### src/rtl/bus_arbiter_if.sv
// ============================================================================
// Module   : bus_arbiter_if
// Brief    : Request/data/grant bundle shared by two bus masters and the arbiter.
// Revision : 1.0
// ============================================================================
`default_nettype none

interface bus_arbiter_if #(
  parameter int WIDTH = 16
);
  logic             req_a;
  logic [WIDTH-1:0] a_data;
  logic             req_b;
  logic [WIDTH-1:0] b_data;
  logic             gnt_a;
  logic             gnt_b;
  logic             sel;
  logic [WIDTH-1:0] bus_out;
  logic             bus_valid;

  modport slave (
    input  req_a, a_data, req_b, b_data,
    output gnt_a, gnt_b, sel, bus_out, bus_valid
  );

  modport master (
    output req_a, a_data, req_b, b_data,
    input  gnt_a, gnt_b, sel, bus_out, bus_valid
  );
endinterface

`default_nettype wire

### src/rtl/bus_arbiter.sv
// ============================================================================
// Module   : bus_arbiter
// Brief    : Two-requester round-robin arbiter with hold limit; drives the 2:1
//            mux select and registers the selected data onto bus_out.
// Revision : 1.0
// ============================================================================
`default_nettype none

module bus_arbiter #(
  parameter int WIDTH    = 16,
  parameter int MAX_HOLD = 8
) (
  input  wire logic       clk,
  input  wire logic       rst_n,
  bus_arbiter_if.slave    bus
);

  localparam int CW = (MAX_HOLD > 2) ? $clog2(MAX_HOLD) : 1;
  localparam logic [CW-1:0] HOLD_LIMIT = CW'(MAX_HOLD - 1);

  typedef enum logic [1:0] {
    IDLE  = 2'd0,
    GNT_A = 2'd1,
    GNT_B = 2'd2
  } state_t;

  state_t           state;
  state_t           state_nxt;
  logic             last;       // 0 = A granted most recently, 1 = B
  logic             last_nxt;
  logic [CW-1:0]    hold_cnt;
  logic [CW-1:0]    hold_nxt;
  logic             gnt_a;
  logic             gnt_b;
  logic             take;
  logic [WIDTH-1:0] bus_out_r;
  logic             bus_valid_r;

  always_ff @(posedge clk or negedge rst_n) begin
    if (!rst_n) begin
      state    <= IDLE;
      last     <= 1'b1;
      hold_cnt <= '0;
    end else begin
      state    <= state_nxt;
      last     <= last_nxt;
      hold_cnt <= hold_nxt;
    end
  end

  always_comb begin
    state_nxt = state;
    last_nxt  = last;
    hold_nxt  = hold_cnt;

    unique case (state)
      IDLE: begin
        if (bus.req_a && !bus.req_b)
          state_nxt = GNT_A;
        else if (bus.req_b && !bus.req_a)
          state_nxt = GNT_B;
        else if (bus.req_a && bus.req_b)
          state_nxt = last ? GNT_A : GNT_B;
      end
      GNT_A: begin
        if (!bus.req_a)
          state_nxt = bus.req_b ? GNT_B : IDLE;
        else if (bus.req_b && (hold_cnt == HOLD_LIMIT))
          state_nxt = GNT_B;
      end
      GNT_B: begin
        if (!bus.req_b)
          state_nxt = bus.req_a ? GNT_A : IDLE;
        else if (bus.req_a && (hold_cnt == HOLD_LIMIT))
          state_nxt = GNT_A;
      end
      default: state_nxt = IDLE;
    endcase

    // The hold counter only advances while the other side is waiting.
    if (state_nxt != state) begin
      hold_nxt = '0;
      if (state_nxt == GNT_A)
        last_nxt = 1'b0;
      else if (state_nxt == GNT_B)
        last_nxt = 1'b1;
    end else if (((state == GNT_A) && bus.req_b) || ((state == GNT_B) && bus.req_a)) begin
      if (hold_cnt != HOLD_LIMIT)
        hold_nxt = hold_cnt + 1'b1;
    end
  end

  assign gnt_a = (state == GNT_A);
  assign gnt_b = (state == GNT_B);
  assign take  = (gnt_a && bus.req_a) || (gnt_b && bus.req_b);

  always_ff @(posedge clk or negedge rst_n) begin
    if (!rst_n) begin
      bus_valid_r <= 1'b0;
      bus_out_r   <= '0;
    end else begin
      bus_valid_r <= take;
      if (take)
        bus_out_r <= gnt_b ? bus.b_data : bus.a_data;
    end
  end

  assign bus.gnt_a     = gnt_a;
  assign bus.gnt_b     = gnt_b;
  assign bus.sel       = gnt_b;
  assign bus.bus_out   = bus_out_r;
  assign bus.bus_valid = bus_valid_r;

endmodule

`default_nettype wire

### src/flat_wrapper.sv
// flat-port wrapper written by rule: the top's interface ports become plain ports
module bus_arbiter_flat 
#(
  parameter int WIDTH    = 16,
  parameter int MAX_HOLD = 8
)
  (clk, rst_n, bus_req_a, bus_a_data, bus_req_b, bus_b_data, bus_gnt_a, bus_gnt_b, bus_sel, bus_bus_out, bus_bus_valid);
  bus_arbiter_if #(.WIDTH(WIDTH)) bus_i ();
  input  wire logic clk;
  input  wire logic rst_n;
  input wire logic [$bits(bus_i.req_a)-1:0] bus_req_a;
  input wire logic [$bits(bus_i.a_data)-1:0] bus_a_data;
  input wire logic [$bits(bus_i.req_b)-1:0] bus_req_b;
  input wire logic [$bits(bus_i.b_data)-1:0] bus_b_data;
  output wire logic [$bits(bus_i.gnt_a)-1:0] bus_gnt_a;
  output wire logic [$bits(bus_i.gnt_b)-1:0] bus_gnt_b;
  output wire logic [$bits(bus_i.sel)-1:0] bus_sel;
  output wire logic [$bits(bus_i.bus_out)-1:0] bus_bus_out;
  output wire logic [$bits(bus_i.bus_valid)-1:0] bus_bus_valid;
  assign bus_i.req_a = bus_req_a;
  assign bus_i.a_data = bus_a_data;
  assign bus_i.req_b = bus_req_b;
  assign bus_i.b_data = bus_b_data;
  assign bus_gnt_a = bus_i.gnt_a;
  assign bus_gnt_b = bus_i.gnt_b;
  assign bus_sel = bus_i.sel;
  assign bus_bus_out = bus_i.bus_out;
  assign bus_bus_valid = bus_i.bus_valid;
  bus_arbiter #(.WIDTH(WIDTH), .MAX_HOLD(MAX_HOLD)) u_core (.clk(clk), .rst_n(rst_n), .bus(bus_i));
endmodule
### config.mk
export PLATFORM = sky130hd
export DESIGN_NAME = bus_arbiter_flat
export DESIGN_NICKNAME = d
export VERILOG_FILES = /design/src/rtl/bus_arbiter_if.sv /design/src/rtl/bus_arbiter.sv /design/src/flat_wrapper.sv
export SDC_FILE = /design/constraint.sdc
export NUM_CORES = 1
export LEC_CHECK = 0
export CELL_PAD_IN_SITES_DETAIL_PLACEMENT = 2
export CELL_PAD_IN_SITES_GLOBAL_PLACEMENT = 2
export CORE_ASPECT_RATIO = 1.1
export CORE_UTILIZATION = 27
export CTS_BUF_LIST = sky130_fd_sc_hd__clkbuf_8
export DETAILED_ROUTE_END_ITERATION = 12
export PLACE_DENSITY_LB_ADDON = 0.05
export SLEW_MARGIN = 30
export SYNTH_ARGS = -nofsm -noshare
export SYNTH_HDL_FRONTEND = slang
export SYNTH_SLANG_ARGS = --single-unit
### constraint.sdc
create_clock -name clk -period 5.6 [get_ports clk]
set_input_delay 1.12 -clock clk [delete_from_list [all_inputs] [get_ports clk]]
set_output_delay 1.12 -clock clk [all_outputs]
set_load 0.03 [all_outputs]
Word level (Yosys, flattened, before mapping)
Cells that the tools add are included.
- input bits: 36
- memories: 0
- word-level logic and storage cells: 49
- output and inout port bits: 20
- bits in writable memories: 0
- register bits: 23
- bits in read-only memories: 0
- bits in latches: 0
- bitwise logic cells: 0
- $lt $le $gt $ge: 0
- multiply operators: 0
- eq/ne operators: 7
- muxes and demuxes: 17
- reductions and logical operators: 19
- add/subtract/negate cells: 1
- divide/modulo/power cells: 0
- shift operators: 0
- operator list (operator ; number):
    two-way mux 2 bit ; 9
    two-way mux 16 bit ; 1
    logical AND 1 bit ; 9
    two-way mux 3 bit ; 3
    case mux 2 bit (3 select lines) ; 1
    nonzero test 2 bit ; 3
    equality test 2 x 1 -> 1 bit (second input constant) ; 2
    equality test 2 bit (second input constant) ; 2
    AND reduction 2 bit ; 2
    adder 3 x 1 -> 3 bit (second input constant) ; 1
    equality test 3 bit (second input constant) ; 1
    two-way mux 1 bit ; 3
    != test 3 bit (second input constant) ; 1
    logical NOT 1 bit ; 2
    logical NOT 2 bit ; 1
    logical OR 1 bit ; 2
    != test 2 bit ; 1

Logic depth before layout (Yosys ltp)
Gate-level depths: netlist of the first run.
- depth after elaboration: 8
- mapped depth: 10
- gate-level depth less buffers: 10

Least setup slack after synthesis of the first run
OpenSTA, ideal clock, no wires.
- path kind: in2reg
- from: input port bus_req_b
- to: register u_core.last
- arrival time: 2.249 ns
- path slack: 3.276 ns
- stages: 6
- path through: buf_2 -> a221oi_1 -> ha_1 -> a31oi_1 -> o21ai_0 -> mux2i_1
- word-level cells in the longest chain between the ends: 8
- RTL lines (item ; RTL line ; RTL):
    start, declared ; flat_wrapper.sv:13 ; input wire logic [$bits(bus_i.req_b)-1:0] bus_req_b;
    logical AND 1 bit ; bus_arbiter.sv:62 ; else if (bus.req_a && bus.req_b)
    two-way mux 2 bit ; bus_arbiter.sv:62 ;
    two-way mux 2 bit ; bus_arbiter.sv:60 ; else if (bus.req_b && !bus.req_a)
    two-way mux 2 bit ; bus_arbiter.sv:58 ; if (bus.req_a && !bus.req_b)
    case mux 2 bit (3 select lines) * ; bus_arbiter.sv:56 ; unique case (state)
    net u_core.state_nxt[0] ; bus_arbiter.sv:28 ; state_t state_nxt;
    equality test 2 bit / equality test 2 x 1 -> 1 bit (equally long branches) ; bus_arbiter.sv:85, bus_arbiter.sv:83 ;
    nonzero test 2 bit (no source line) ; - ;
    AND reduction 2 bit (no source line) ; - ;
    end signal, assigned ; bus_arbiter.sv:46 ; last <= last_nxt;
    end, declared ; bus_arbiter.sv:29 ; logic last;
Mark *: on every way through the listed nets, which the timed path passes. The rest lies on a longest branch.
A chain may end at the register's enable or synchronous reset.

Final worst setup path of the first run
- from: register u_core.state[1]
- to: output port bus_gnt_b
- word-level cells in the longest chain between the ends: 1
- RTL lines (item ; RTL line ; RTL):
    start, declared ; bus_arbiter.sv:27 ; state_t state;
    start signal, assigned ; bus_arbiter.sv:45 ; state <= state_nxt;
    equality test 2 bit ; bus_arbiter.sv:94 ; assign gnt_b = (state == GNT_B);
    end, declared ; flat_wrapper.sv:16 ; output wire logic [$bits(bus_i.gnt_b)-1:0] bus_gnt_b;
No other way between the ends.

==> flow_summary_export.csv, run 1 <==
group,metric,value,unit
routing,drc,0,
grt,grt_use_met2,25.36,%
timing,tightest_slew,778.3,ps
timing,maxSlewViolCount,0,
layout,syn_to_final_growth,47.37,%
synth,netlist_area,1239,um^2
run,cap_violations,0,
synth,yosys_warnings,0,
synth,synth_compound_area_share,14.75,%
floorplan,die_y,73.04,um
worst_setup_path,reg2reg_slack,3330,ps
layout,num_antenna_cells,0,
timing,post-route-period-util,55.61,%
timing,min_period,3114,ps
timing,setup_ws,2486,ps
routing,drt-pass1-iter-count,2,
timing,hold_ws,492.6,ps
synth,syn_area_per_cell,10.59,um^2
synth,syn_inst,117,
floorplan,rows,25,
placed_design,portBuffers,55,
synth,synthesis.nets,156,
outcome,status,"finished clean",
routing,wl_per_cell,14.81,um
pwr,p_per_area,413.7,nW/um^2
synth,synth_seq_cells,23,
worst_setup_path,startpoint_type,"flip-flop",
worst_setup_path,end_kind,"output port",
timing,timing.fmax,321.1,MHz
routing,route.antenna.remaining_nets,0,
clock_tree,numCtsBuffers,3,
grt,grt_pass1_wl,5319,um
pwr,leakage,0.8696,nW
synth,synth.distinct_cells,26,
clock_tree,post_cts_resized,0,
clock_tree,clock_sinks,23,
floorplan,io_pins,56,
placed_design,numPlacedInstances,217,
grt,grt_pass1_vias,1163,
worst_setup_path,slowest_stage,"clkdlybuf4s50_1",
placed_design,dpl_cell_area,1779,um^2
worst_setup_path,crit_type,"reg2out",
layout,final_nets,207,
synth,synth_top_family_by_area,"multiplexers",
worst_setup_path,cpPeakStageDelay,680,ps
placed_design,place_worst_setup_slack,2522,ps
layout,post-route-cell-area,1826,um^2
clock_tree,clkLatencyLatePin,270,ps
clock_tree,post_cts_buffers,0,
placed_design,hpwl,2498,um
grt,grtUsageMet1,17.77,%
floorplan,die_area,4863,um^2
synth,synthXorXnorAreaFrac,0.7071,%
worst_setup_path,worstPathCellList,"nand2b_4, inv_6, clkdlybuf4s50_1",
clock_tree,cts_buffer_depth,2,
synth,synth.area.mux_share,16.16,%
grt,grt_max_degree,34,
synth,synthAdderAreaFrac,3.030,%
pwr,fin_total_pwr,0.7553,mW
routing,via_per_inst,4.828,
placed_design,place_congestion,0.7632,
clock_tree,root_buffer,"clkbuf_8",
worst_setup_path,crit_arrival,1990,ps
floorplan,start_util,28.49,%
synth,synthSimpleGateAreaFrac,11.01,%
timing,tns,0,ps
routing,drt_iter0_drc,19,
grt,globalRouteOverflowTotal,0,
layout,drive_above_1_share,6.587,%
worst_setup_path,worst-path-max-fanout,17,
floorplan,die_w,66.58,um
worst_setup_path,crit_required,4480,ps
timing,hold_viol_final,0,
floorplan,core,4348,um^2
timing,rsz0062_at_grt,"false",
clock_tree,clkTransAtPathRegs,90,ps
min_path,hold_class,"reg2reg",
timing,maxSlewHeadroom,48.11,%
pwr,ir_drop,147.9,uV
grt,use_met3,3.125,%
routing,vias,1067,
routing,routed_wl,3272,um
grt,grtUsageTotal,14.75,%
synth,seq_area_frac_synth,46.57,%
clock_tree,hold_buffers,0,
grt,busiest_layer,"met2",
timing,finalClockSkew,4.587,ps
clock_tree,tritoncts,"built",
clock_tree,h-tree-depth,1,
grt,antenna_found_initial,0,
layout,post-route-util,41.99,%
timing,finalSetupViolations,0,
layout,fin_cells,221,
## flip-flops by register name, summed over array words and instances, names as in the netlist
register	cells
u_core.bus.bus_out	16
u_core.bus.bus_valid	1
u_core.hold_cnt	3
u_core.last	1
u_core.state	2
## metal layers
layer / wire (um) / share of wire [%]
met1: 1375 / 42
met2: 1700 / 52
met3: 144 / 4.4
met4: 51 / 1.6
met5: 0 / 0
## path summary, 6_finish.rpt
path / endpoint / cells past startpoint / startpoint
setup / recovery: bus_gnt_b / 3 / u_core.state[1]
hold / removal: u_core.bus.bus_out[3] / 2 / u_core.bus.bus_out[3]
setup reg to reg: u_core.last / 9 / u_core.hold_cnt[0]
hold reg to reg: u_core.bus.bus_out[3] / 2 / u_core.bus.bus_out[3]
max in group asynchronous: u_core.last / 1 / rst_n
min in group asynchronous: u_core.bus.bus_out[0] / 1 / rst_n
## power by group
group          switching, mW  internal, mW  leakage (nW)
clock network         0.0565        0.0497        0.0255
registers             0.0383         0.228         0.288
logic                  0.218         0.165         0.556
total                  0.313         0.442         0.870
## cell usage after synthesis
master	number	share of area [%]
a32oi_4	1	2.2
o31ai_1	2	1.2
o21ai_1	2	0.81
inv_1	4	1.2
mux2i_1	20	16
nor2b_1	1	0.51
nor2b_2	1	0.71
xor2_1	1	0.71
ha_1	3	3.0
o21ai_0	16	6.5
buf_2	3	1.2
nand2b_4	1	1.1
dfrtp_1	22	44
buf_4	5	3.0
nor3_1	1	0.40
a221oi_1	1	0.71
nor2_1	3	0.91
a22oi_4	1	1.7
o21a_1	1	0.61
nand3_1	2	0.81
dfstp_2	1	2.1
nand2_1	20	6.1
a31oi_1	2	1.0
buf_12	1	1.6
inv_6	1	0.71
and3_1	1	0.51
## worst max-delay path, delay by kind of cell, from the launching register on
kind                   cells  cell delay, ps
and+or+nand+nor            1             280
DFF                        1             590
buffers and inverters      2             850
## area by class of cell
| cell class | instances | area (um^2) |
|---|---|---|
| Multi-Input combinational cell | 80 | 565.5 |
| Sequential cell | 23 | 576.8 |
| Inverter | 5 | 23.77 |
| Tap cell | 54 | 67.56 |
| Clock inverter | 1 | 5.005 |
| Clock buffer | 3 | 41.29 |
| Timing Repair Buffer | 55 | 545.5 |
| Fill cell | 468 | 2522 |
## logic make-up after synthesis
| logic type | count (synthesis) |
|---|---|
| xor gates and xnor gates | 1 |
| muxes | 20 |
| DFF | 23 |
| adders and majority gates | 3 |
| AOI/OAI and AO/OA | 26 |
| buffers and inverters | 14 |
| and+or+nand+nor | 30 |
## placed cells by master (no fill, tap or decap)
| cell | synthesis | routed |
|---|---|---|
| a22oi_4 | 1 | 1 |
| inv_6 | 1 | 1 |
| a32oi_4 | 1 | 1 |
| o21ai_1 | 2 | 2 |
| buf_2 | 3 | 1 |
| nand2_1 | 20 | 20 |
| ha_1 | 3 | 3 |
| a31oi_1 | 2 | 2 |
| clkdlybuf4s50_1 | 0 | 54 |
| nor2_1 | 3 | 3 |
| nor2b_1 | 1 | 1 |
| inv_1 | 4 | 4 |
| nor2b_2 | 1 | 1 |
| o31ai_1 | 2 | 2 |
| and3_1 | 1 | 1 |
| o21a_1 | 1 | 1 |
| clkbuf_8 | 0 | 3 |
| clkinv_2 | 0 | 1 |
| nor3_1 | 1 | 1 |
| mux2i_1 | 20 | 20 |
| dfstp_2 | 1 | 1 |
| dfrtp_1 | 22 | 22 |
| nand3_1 | 2 | 2 |
| a221oi_1 | 1 | 1 |
| o21ai_0 | 16 | 16 |
| nand2b_4 | 1 | 1 |
| xor2_1 | 1 | 1 |
Note: power is estimated with default switching activity, not from simulation.
==> inputs of run 2 (changes only) <==
Settings changed: CORE_UTILIZATION 27 to 22.
Clock period 5.6 ns to 2.66 ns, I/O delays scaled along.
==> run 2 against run 1 <==
Against the previous run:
- die area increased by 22%
- sequential cell count stayed put
- critical path type unchanged
- hold slack worse by 0.89 ps
- register-to-register slack worse by 2900 ps
- largest cell class is now buffers
- sequential share of layout area fell by 1.0 points
- final cell count grew 11%
- design area rose by 3.4%
==> flow_summary_export.csv, run 2 (synthesized netlist as in run 1, its figures left out) <==
group,metric,value,unit
worst_setup_path,end_kind,"output port",
worst_setup_path,crit_required,2130,ps
clock_tree,tritoncts,"built",
pwr,ir_drop,306.3,uV
outcome,status,"finished clean",
timing,maxSlewViolCount,0,
grt,antenna_found_initial,0,
placed_design,place_congestion,0.7836,
timing,min_period,2382,ps
timing,finalSetupViolations,0,
routing,wl_per_cell,14.52,um
floorplan,rows,28,
worst_setup_path,startpoint_type,"flip-flop",
worst_setup_path,slowest_stage,"clkdlybuf4s50_1",
clock_tree,post_cts_buffers,0,
timing,timing.fmax,419.8,MHz
placed_design,portBuffers,55,
clock_tree,cts_buffer_depth,2,
clock_tree,post_cts_resized,0,
layout,largest_reg_flops,16,
routing,routed_wl,3571,um
grt,grt_max_degree,34,
worst_setup_path,worst_path_dominant_cell_family,"buffers and inverters",
worst_setup_path,crit_type,"reg2out",
run,cap_violations,0,
routing,drc,0,
grt,grtUsageTotal,13.00,%
worst_setup_path,cp_num_buf_inv,1,
clock_tree,h-tree-depth,1,
timing,hold_ws,491.7,ps
clock_tree,hold_buffers,0,
grt,grt_pass1_vias,1210,
routing,drt_iter0_drc,26,
floorplan,die_y,80.70,um
timing,tns,0,ps
timing,hold_viol_final,0,
layout,final_nets,211,
routing,via_per_inst,4.341,
worst_setup_path,worstPathCellList,"nor2b_2, clkdlybuf4s50_1",
worst_setup_path,reg2reg_slack,390,ps
placed_design,hpwl,2739,um
grt,globalRouteOverflowTotal,0,
floorplan,io_pins,56,
clock_tree,clkLatencyLatePin,270,ps
layout,syn_to_final_growth,52.32,%
layout,final_cell_mix,"clkdlybuf4s50_1 (55), dfrtp_1 (22), mux2i_1 (20), nand2_1 (20), o21ai_0 (16)",
worst_setup_path,crit_arrival,1850,ps
layout,drive_above_1_share,8.187,%
layout,fill_cells,614,
layout,num_antenna_cells,0,
pwr,fin_total_pwr,1.605,mW
worst_setup_path,cpPeakStageDelay,730,ps
floorplan,start_util,22.96,%
worst_setup_path,worst-path-max-fanout,9,
clock_tree,clkTransAtPathRegs,90,ps
timing,rsz0062_at_grt,"false",
floorplan,die_w,73.55,um
grt,grt_pass1_wl,5727,um
clock_tree,clock_sinks,23,
timing,maxSlewHeadroom,73.91,%
clock_tree,numCtsBuffers,3,
floorplan,die_area,5935,um^2
routing,route.antenna.remaining_nets,0,
clock_tree,root_buffer,"clkbuf_8",
floorplan,core,5395,um^2
placed_design,numPlacedInstances,242,
routing,drt-pass1-iter-count,4,
timing,finalClockSkew,5.214,ps
layout,fin_cells,246,
routing,vias,1068,
pwr,leakage,0.8881,nW
layout,final_common_cell,"clkdlybuf4s50_1",
timing,post-route-period-util,89.54,%
timing,tightest_slew,391.3,ps
min_path,hold_class,"reg2reg",
pwr,p_per_area,850.6,nW/um^2
[run 2: stage by stage]
| step | worst slack (ps) | utilization, % | instance area [um^2] |
|---|---|---|---|
| finish | 278.2 | 34.97 | 1887 |
| global route | 139.9 | 34.97 | 1887 |
| CTS | 244.2 | 34.97 | 1887 |
| detailed placement | 195.1 | 34.11 | 1841 |
| global placement | 288.8 | 34.11 | 1841 |
| floorplan | 624.5 | - | 1239 |
[run 2: layout make-up]
cell class	instances	area, um^2	area share, %
flip-flops and latches	23	576.8	30.57
inverters	5	23.77	1.260
clock inverters	1	5.005	0.2653
clock buffers	3	41.29	2.188
repair buffers	59	580.6	30.77
multi-input cells	80	565.5	29.97
well taps	75	93.84	4.973
[run 2: path summary, 6_finish.rpt]
path / cells past startpoint / start / to
setup / recovery: 2 / u_core.state[0] / bus_gnt_a
hold / removal: 2 / u_core.bus.bus_out[9] / u_core.bus.bus_out[9]
setup reg to reg: 9 / u_core.hold_cnt[0] / u_core.last
hold reg to reg: 2 / u_core.bus.bus_out[9] / u_core.bus.bus_out[9]
max in group asynchronous: 2 / rst_n / u_core.last
min in group asynchronous: 2 / rst_n / u_core.bus.bus_out[11]
[run 2: tightest hold or removal path, stage by stage, from the launching register on]
cell,delay [ps]
dfrtp_1,350
nand2_1,50
o21ai_0,60
[run 2: power by group]
group	total, mW	leakage (nW)	switching (mW)	internal (mW)
registers	0.559	0.288	0.0803	0.479
logic	0.817	0.574	0.461	0.356
clock network	0.229	0.0255	0.124	0.105
[run 2: routing by layer]
layer	track usage [%]	vias to the layer above	routed length [um]
li1	-	508	-
met1	14.08	520	1396
met2	24.04	35	1901
met3	3.011	5	217
met4	5.192	0	55
met5	0	-	0
